==> src/rtl/frame_receiver_if.sv <==
// Serial frame bus between the line driver and the frame receiver.
// Latency: n/a (signal bundle only).
// Backpressure: none; the serial line cannot be stalled.
// Signals: serIn (serial line, idle 1), port/nt (decoded header fields),
//          en (payload gate), serOut (gated payload), done (end-of-frame pulse).
// master = line driver / frame consumer, slave = frame_receiver.
interface frame_receiver_if #(
  parameter int PORT_W = 2,
  parameter int CNT_W  = 8
);
  logic              serIn;
  logic [PORT_W-1:0] port;
  logic [CNT_W-1:0]  nt;
  logic              en;
  logic              serOut;
  logic              done;

  modport master (
    output serIn,
    input  port, nt, en, serOut, done
  );

  modport slave (
    input  serIn,
    output port, nt, en, serOut, done
  );
endinterface

==> src/rtl/frame_receiver.sv <==
// Serial frame receiver: start bit, PORT_W port bits, CNT_W length bits, then gates nt payload bits.
// Latency: port/nt valid 1+PORT_W+CNT_W cycles after the start bit; serOut is combinational from serIn.
// Backpressure: none; downstream must accept every gated payload bit as it arrives.
// Ports: clk, rst (sync, active high); bus (slave modport): serIn in; port, nt, en, serOut, done out.
module frame_receiver #(
  parameter int PORT_W = 2,
  parameter int CNT_W  = 8
) (
  input  logic            clk,
  input  logic            rst,
  frame_receiver_if.slave bus
);

  typedef enum logic [2:0] {
    S_IDLE,
    S_PORT,
    S_COUNT,
    S_PAYLOAD,
    S_DONE
  } state_t;

  localparam logic [CNT_W-1:0] PORT_LAST = CNT_W'(PORT_W - 1);
  localparam logic [CNT_W-1:0] CNT_LAST  = CNT_W'(CNT_W - 1);
  localparam logic [CNT_W-1:0] PAY_LAST  = CNT_W'(1);

  state_t            state_q, state_d;
  logic [CNT_W-1:0]  bit_cnt_q;
  logic [PORT_W-1:0] port_sr_q;
  logic [CNT_W-1:0]  cnt_sr_q;
  logic [CNT_W-1:0]  pay_cnt_q;
  logic [PORT_W-1:0] port_q;
  logic [CNT_W-1:0]  nt_q;

  logic              port_last;
  logic              cnt_last;
  logic [PORT_W-1:0] port_shift;
  logic [CNT_W-1:0]  cnt_shift;
  logic              en_c;
  logic              done_c;

  // MSB-first shift; cnt_shift already holds the bit being sampled, so on the
  // last count bit it is the complete length field.
  assign port_shift = (port_sr_q << 1) | PORT_W'(bus.serIn);
  assign cnt_shift  = (cnt_sr_q << 1)  | CNT_W'(bus.serIn);
  assign port_last  = (bit_cnt_q == PORT_LAST);
  assign cnt_last   = (bit_cnt_q == CNT_LAST);

  always_ff @(posedge clk) begin
    if (rst) begin
      state_q <= S_IDLE;
    end else begin
      state_q <= state_d;
    end
  end

  always_comb begin
    state_d = state_q;
    en_c    = 1'b0;
    done_c  = 1'b0;
    case (state_q)
      S_IDLE: begin
        if (!bus.serIn) state_d = S_PORT;
      end
      S_PORT: begin
        if (port_last) state_d = S_COUNT;
      end
      S_COUNT: begin
        // A zero-length frame skips PAYLOAD entirely.
        if (cnt_last) state_d = (cnt_shift != '0) ? S_PAYLOAD : S_DONE;
      end
      S_PAYLOAD: begin
        en_c = 1'b1;
        // Leaving at 1 keeps the down-counter from ever wrapping.
        if (pay_cnt_q == PAY_LAST) state_d = S_DONE;
      end
      S_DONE: begin
        done_c  = 1'b1;
        state_d = S_IDLE;
      end
      default: state_d = S_IDLE;
    endcase
  end

  always_ff @(posedge clk) begin
    if (rst) begin
      bit_cnt_q <= '0;
      port_sr_q <= '0;
      cnt_sr_q  <= '0;
      pay_cnt_q <= '0;
      port_q    <= '0;
      nt_q      <= '0;
    end else begin
      case (state_q)
        S_IDLE: begin
          if (!bus.serIn) bit_cnt_q <= '0;
        end
        S_PORT: begin
          port_sr_q <= port_shift;
          bit_cnt_q <= port_last ? '0 : bit_cnt_q + 1'b1;
        end
        S_COUNT: begin
          cnt_sr_q  <= cnt_shift;
          bit_cnt_q <= cnt_last ? '0 : bit_cnt_q + 1'b1;
          if (cnt_last) begin
            port_q    <= port_sr_q;
            nt_q      <= cnt_shift;
            pay_cnt_q <= cnt_shift;
          end
        end
        S_PAYLOAD: begin
          pay_cnt_q <= pay_cnt_q - 1'b1;
        end
        default: begin
        end
      endcase
    end
  end

  assign bus.port   = port_q;
  assign bus.nt     = nt_q;
  assign bus.en     = en_c;
  assign bus.done   = done_c;
  assign bus.serOut = bus.serIn & en_c;

endmodule

==> src/flat_wrapper.sv <==
// flat-port wrapper written by rule: the top's interface ports become plain ports
module frame_receiver_flat 
#(
  parameter int PORT_W = 2,
  parameter int CNT_W  = 8
)
  (clk, rst, bus_serIn, bus_port, bus_nt, bus_en, bus_serOut, bus_done);
  frame_receiver_if #(.PORT_W(PORT_W), .CNT_W(CNT_W)) bus_i ();
  input  logic clk;
  input  logic rst;
  input wire logic [$bits(bus_i.serIn)-1:0] bus_serIn;
  output wire logic [$bits(bus_i.port)-1:0] bus_port;
  output wire logic [$bits(bus_i.nt)-1:0] bus_nt;
  output wire logic [$bits(bus_i.en)-1:0] bus_en;
  output wire logic [$bits(bus_i.serOut)-1:0] bus_serOut;
  output wire logic [$bits(bus_i.done)-1:0] bus_done;
  assign bus_i.serIn = bus_serIn;
  assign bus_port = bus_i.port;
  assign bus_nt = bus_i.nt;
  assign bus_en = bus_i.en;
  assign bus_serOut = bus_i.serOut;
  assign bus_done = bus_i.done;
  frame_receiver #(.PORT_W(PORT_W), .CNT_W(CNT_W)) u_core (.clk(clk), .rst(rst), .bus(bus_i));
endmodule
==> config.mk <==
export PLATFORM = sky130hd
export DESIGN_NAME = frame_receiver_flat
export DESIGN_NICKNAME = d
export VERILOG_FILES = /design/src/rtl/frame_receiver_if.sv /design/src/rtl/frame_receiver.sv /design/src/flat_wrapper.sv
export SDC_FILE = /design/constraint.sdc
export NUM_CORES = 1
export LEC_CHECK = 0
export ABC_AREA = 1
export ABC_CLOCK_PERIOD_IN_PS = 1500
export CORE_MARGIN = 2
export CORE_UTILIZATION = 50
export DETAILED_ROUTE_END_ITERATION = 12
export PLACE_DENSITY = 0.73
export REMOVE_ABC_BUFFERS = 1
export SETUP_SLACK_MARGIN = 0.2
export SYNTH_ARGS = -nofsm -noshare
export SYNTH_HDL_FRONTEND = slang
export SYNTH_SLANG_ARGS = --single-unit
==> constraint.sdc <==
create_clock -name clk -period 1.5 [get_ports clk]
set_input_delay 0.3 -clock clk [delete_from_list [all_inputs] [get_ports clk]]
set_output_delay 0.3 -clock clk [all_outputs]
set_load 0.01 [all_outputs]
Word level (Yosys, flattened, before mapping) --
Cells that the tools add are included. Widths: inputs -> output; s select.
Operators by class: add/subtract/negate cells 2, eq/ne operators 11, multiplexer cells 14, bitwise logic cells 3, reductions and logical operators 8
Operators with widths (number):
- $mux 8 | 4
- $pmux 8 s3 | 1
- $eq 8x1->1 const B | 2
- $pmux 8 s2 | 1
- $mux 3 | 5
- $pmux 3 s4 | 1
- $add 8x1->8 const B | 1
- $eq 8x3->1 const B | 1
- $or 8x1->8 | 1
- $reduce_bool 8->1 | 1
- $sub 8x1->8 const B | 1
- $eq 3x2->1 const B | 2
- $ne 2x1->1 const B | 3
- $reduce_and 2->1 | 3
- $reduce_and 4->1 | 1
- $eq 3x1->1 const B | 1
- $eq 3x3->1 const B | 1
- $logic_not 3->1 | 1
- $reduce_bool 3->1 | 1
- $mux 1 | 2
- $ne 2x2->1 const B | 1
- $or 2x1->2 | 1
- $reduce_bool 2->1 | 1
- $and 1x1->1 | 1
Word-level totals: flip-flop bits (word level) 38, bits of input ports 3, output and inout bits 13

Depth between registers and ports, before layout --
Gate-level depths: netlist of the first run.
word-level depth 5, mapped depth 10, depth with buffers taken out 10

Worst setup path before layout of the first run --
No wires, ideal clock.
path kind register to register, start register u_core.bit_cnt_q[1], end register u_core.pay_cnt_q[1], setup time 74 ps, arrival time 1367 ps, data required time 1426 ps, slack 59 ps, stages on the path, launching flop included 9, path buffers 1, cells stage by stage dfxtp_1 -> ha_1 -> nand3_1 -> nor2_1 -> nand2_1 -> buf_2 -> clkinv_2 -> nand2_1 -> a31oi_1
On the way: longest elaborated chain between the ends 3
Ends and longest elaborated chain:
- from (decl) | RTL line frame_receiver.sv:27 | logic [CNT_W-1:0] bit_cnt_q;
- from (signal assigned) | RTL line frame_receiver.sv:99 | bit_cnt_q <= port_last ? '0 : bit_cnt_q + 1'b1;
- from (signal assigned) | RTL line frame_receiver.sv:103 | bit_cnt_q <= cnt_last ? '0 : bit_cnt_q + 1'b1;
- $eq 8x3->1 | RTL line frame_receiver.sv:46 | assign cnt_last = (bit_cnt_q == CNT_LAST);
- $ne 2x1->1 (no source line)
- $reduce_and 2->1 (no source line)
- to (signal assigned) | RTL line frame_receiver.sv:107 | pay_cnt_q <= cnt_shift;
- to (signal assigned) | RTL line frame_receiver.sv:111 | pay_cnt_q <= pay_cnt_q - 1'b1;
- to (decl) | RTL line frame_receiver.sv:30 | logic [CNT_W-1:0] pay_cnt_q;
Every way passes these cells. A chain may end at the register's enable or synchronous reset.

Worst setup path after layout of the first run --
start register u_core.bit_cnt_q[0], end register u_core.nt_q[6] (netlist: u_core.bus.nt[6])
On the way: longest elaborated chain between the ends 2
Ends and longest elaborated chain:
- $eq 8x3->1 | RTL line frame_receiver.sv:46
- $reduce_and 2->1 (no source line)
- to (signal assigned) | RTL line frame_receiver.sv:106 | nt_q <= cnt_shift;
- to (decl) | RTL line frame_receiver.sv:32 | logic [CNT_W-1:0] nt_q;
Every way passes these cells.

==> run_results.csv, run 1 <==
group,metric,value,unit
outcome,run_status,"complete, no violations",
yosys,share_of_async_settable_or_async_resettable_flops_after_synthesis,0,%
yosys,postSynthCellCount,279,
yosys,post-synth-top-area-cell,"sky130_fd_sc_hd__dfxtp_1",
worst_hold_path,hold_path.class,"reg -> reg",
sta,maximum_clock_rate,0.698,GHz
yosys,register_bit_total_from_synthesis,38,
yosys,yosys.cell_count.top_type,"sky130_fd_sc_hd__nand2_1",
yosys,syn-cell-area,1870,um^2
power_and_ir_drop,share_seq_of_total_power,34.1,%
floorplanning,core-area,3630,um^2
final_layout,layout-drive-gt1-share,41.3,%
sta,final_max_tran_viols,0,
global_route,grt_max_degree,15,
floorplanning,die-height,65.1,um
worst_setup_path,timing.critical_path.required,1.73,ns
sta,unrepaired_setup_endpoints_after_global_routing,"yes",
yosys,synthDistinctLibCells,26,
sta,final_worst_path_period_need,1.43,ns
power_and_ir_drop,share_comb_of_total_power,45.9,%
drt,dr_total_vias,2107,
clocking,cts_num_sinks,38,
power_and_ir_drop,sw_frac_of_total,40.0,%
final_layout,nets,340,
clocking,cts-root-to-sink-buffers,2,
sta,hold-worst-slack,0.473,ns
placement,numPortBuffers,15,
drt,routed_wl,6.10,mm
drt,drcViolationCount,0,
clocking,cts.reportedPaths.clkPinSlew,0.09,ns
clocking,cts_max_level,2,
final_layout,num_antenna_cells,0,
final_layout,sequential_cell_area,774,um^2
final_layout,n_fill_cell,226,
drt,antenna_violating_nets_post_route,0,
global_route,grt_first_pass_wirelength,8.74,mm
drt,drtPass1Iterations,4,
job,max_cap_viol_count,0,
floorplanning,io_pins,16,
final_layout,areaGrowthSynthToFinish,57.3,%
worst_setup_path,arrival_time_worst_endpoint,1.66,ns
global_route,grt_residual_overflow,0,
drt,detail_route.wl_per_cell,16.0,um
final_layout,finish.utilization,80.9,%
sta,post-route-period-util,95.5,%
sta,final_hold_viol_count,0,
floorplanning,fp-row-count,22,
clocking,cts_tree,"yes",
yosys,synth.top_cell.area_share,40.7,%
global_route,track_usage,26.7,%
drt,drt_iter0_drc,155,
power_and_ir_drop,power_per_cell_area,1260,nW/um^2
yosys,synth-edff-count,0,
clocking,cts_hold_buffers,0,
yosys,synth_seq_area_share,40.7,%
worst_setup_path,timing.critical_path.fanout_max,8,
power_and_ir_drop,clock_power_share,20.0,%
power_and_ir_drop,internal-power,0.00222,W
clocking,cts_root_buffer,"sky130_fd_sc_hd__clkbuf_8",
sta,timing.slew.headroom,69.6,%
sta,setup_viol_count_final,0,
sta,worst_margin_pin_slew,0.451,ns
yosys,post_synth_most_frequent_cells,"sky130_fd_sc_hd__nand2_1 (73), sky130_fd_sc_hd__dfxtp_1 (38), sky130_fd_sc_hd__nor2_1 (32)",
clocking,cts_buffers,5,
power_and_ir_drop,leakage,1.29,nW
worst_setup_path,capturing_element_type_of_the_critical_path,"flop",
power_and_ir_drop,irDropWorstVdd,0.819,mV
worst_setup_path,critPathKind,"reg -> reg",
drt,post_drt_via_cell_ratio,5.52,
placement,placedCellCount,366,
clocking,clock_latency,0.29,ns
yosys,yosys_warnings,0,
worst_setup_path,setup.worst_path.start_class,"flop",
global_route,first_global_vias,1937,
floorplanning,floorplan.initialDensity,51.4,%
placement,dp_hpwl,3.28,mm
yosys,syn-mean-instance-area,6.70,um^2
yosys,synth_top_cells_by_area,"sky130_fd_sc_hd__dfxtp_1 (41%), sky130_fd_sc_hd__nand2_1 (15%), sky130_fd_sc_hd__a21oi_1 (7.2%)",
power_and_ir_drop,netSwitchingPower,0.00148,W
final_layout,post_layout_nonfiller_instances,382,
yosys,synth_top_flop_cell,"sky130_fd_sc_hd__dfxtp_1",
floorplanning,die_width,65.1,um
global_route,number_of_antenna_violations_at_the_first_check_in_global_routing,0,
placement,globalplace.congestion,0.827,
final_layout,multiInputGateArea,1340,um^2
sta,finalClockSkew,0.0144,ns
floorplanning,floorplan.die_area,4240,um^2
## registers in the layout, indices dropped and copies added (netlist names)
| register | cells |
|---|---|
| u_core.cnt_sr_q | 7 |
| u_core.bus.nt | 8 |
| u_core.port_sr_q | 2 |
| u_core.state_q | 3 |
| u_core.pay_cnt_q | 8 |
| u_core.bus.port | 2 |
| u_core.bit_cnt_q | 8 |
## critical path: stages (launching register included)
cell	delay [ns]
sky130_fd_sc_hd__dfxtp_2	0.37
sky130_fd_sc_hd__ha_4	0.16
sky130_fd_sc_hd__nand3_4	0.09
sky130_fd_sc_hd__nor2_4	0.15
sky130_fd_sc_hd__buf_12	0.12
sky130_fd_sc_hd__nand2_8	0.09
sky130_fd_sc_hd__clkinv_8	0.10
sky130_fd_sc_hd__buf_8	0.11
sky130_fd_sc_hd__nand2_4	0.04
sky130_fd_sc_hd__a21oi_2	0.13
## path summary, 6_finish.rpt
kind,slack (ns),startpoint,endpoint,cells past startpoint
worst max register to register,0.07,u_core.bit_cnt_q[0],u_core.bus.nt[6],9
worst min-delay path,0.47,u_core.bus.nt[6],u_core.bus.nt[6],2
worst min register to register,0.47,u_core.bus.nt[6],u_core.bus.nt[6],2
worst max-delay path,0.07,u_core.bit_cnt_q[0],u_core.bus.nt[6],9
## routing by layer
| layer | vias up | GRT usage (%) | wire length, um |
|---|---|---|---|
| met4 | 0 | 10.7 | 150 |
| met1 | 1019 | 32.0 | 2460 |
| met3 | 17 | 5.65 | 250 |
| met5 | - | 0 | 0 |
| met2 | 63 | 46.5 | 3240 |
| li1 | 1008 | - | - |
## area by class of cell
cell class / count / share of cell area, %
tap: 48 / 2.04
timing repair buffer: 56 / 18.0
clock inverter: 2 / 0.426
sequential: 38 / 26.3
clock buffer: 6 / 2.81
multi-input combinational: 198 / 45.5
inverter: 34 / 4.85
## stage by stage
step	instance area, um^2	worst slack [ns]	TNS (ns)	power, W
3_3_place_gp	2280	-0.278	-0.686	0.00239
5_1_grt	2940	-0.00227	-0.00227	0.00388
6_report	2940	0.0675	0	0.00370
4_1_cts	2640	0.0897	0	0.00343
3_5_place_dp	2280	-0.275	-0.825	0.00243
2_1_floorplan	1820	-0.321	-4.19	0.00194
## cell usage in the layout, fill, tap and decap left out, drive strengths merged, types with 5 or more instances in the layout
master,Yosys,routed
nand2,74,74
buf,5,44
dfxtp,38,38
inv,33,33
nor2,33,33
a21oi,27,27
nand3,25,25
o21ai,16,16
dlygate4sd2,0,10
clkbuf,4,6
a31oi,5,5
nor3,5,5
## power by group through the flow
stage	sequential [W]	clock, W	combinational [W]
floorplan	0.00123	0	0.000716
detailed placement	0.00122	0	0.00120
global route	0.00127	0.000785	0.00182
global placement	0.00122	0	0.00117
CTS	0.00122	0.000752	0.00146
finish	0.00126	0.000739	0.00170
## logic make-up after synthesis
| family | after synthesis | synth area share (%) |
|---|---|---|
| simple gates | 143 | 32.7 |
| compound gates | 49 | 13.6 |
| buf+inv | 43 | 9.37 |
| flops | 38 | 40.7 |
| fa+ha+maj | 4 | 2.68 |
| xor+xnor | 2 | 0.937 |
## what timing repair did
item | CTS | global route
buffers inserted | 4 | 3
setup endpoints to repair | 42 | 32
cloned | 1 | 0
pin swaps | 20 | 19
gates resized for setup | 94 | 71
No activity file was read; power rests on OpenSTA's default activity.
==> run 2, diff against run 1 <==
--- a/config.mk
+++ b/config.mk
@@ -10,6 +10,7 @@
 export CORE_MARGIN = 2
 export CORE_UTILIZATION = 50
 export DETAILED_ROUTE_END_ITERATION = 12
+export HOLD_SLACK_MARGIN = 0.08
 export PLACE_DENSITY = 0.73
 export REMOVE_ABC_BUFFERS = 1
 export SETUP_SLACK_MARGIN = 0.2
==> results of run 2 <==
Same layout as run 1: the final DEF is identical, and so are final timing and power.
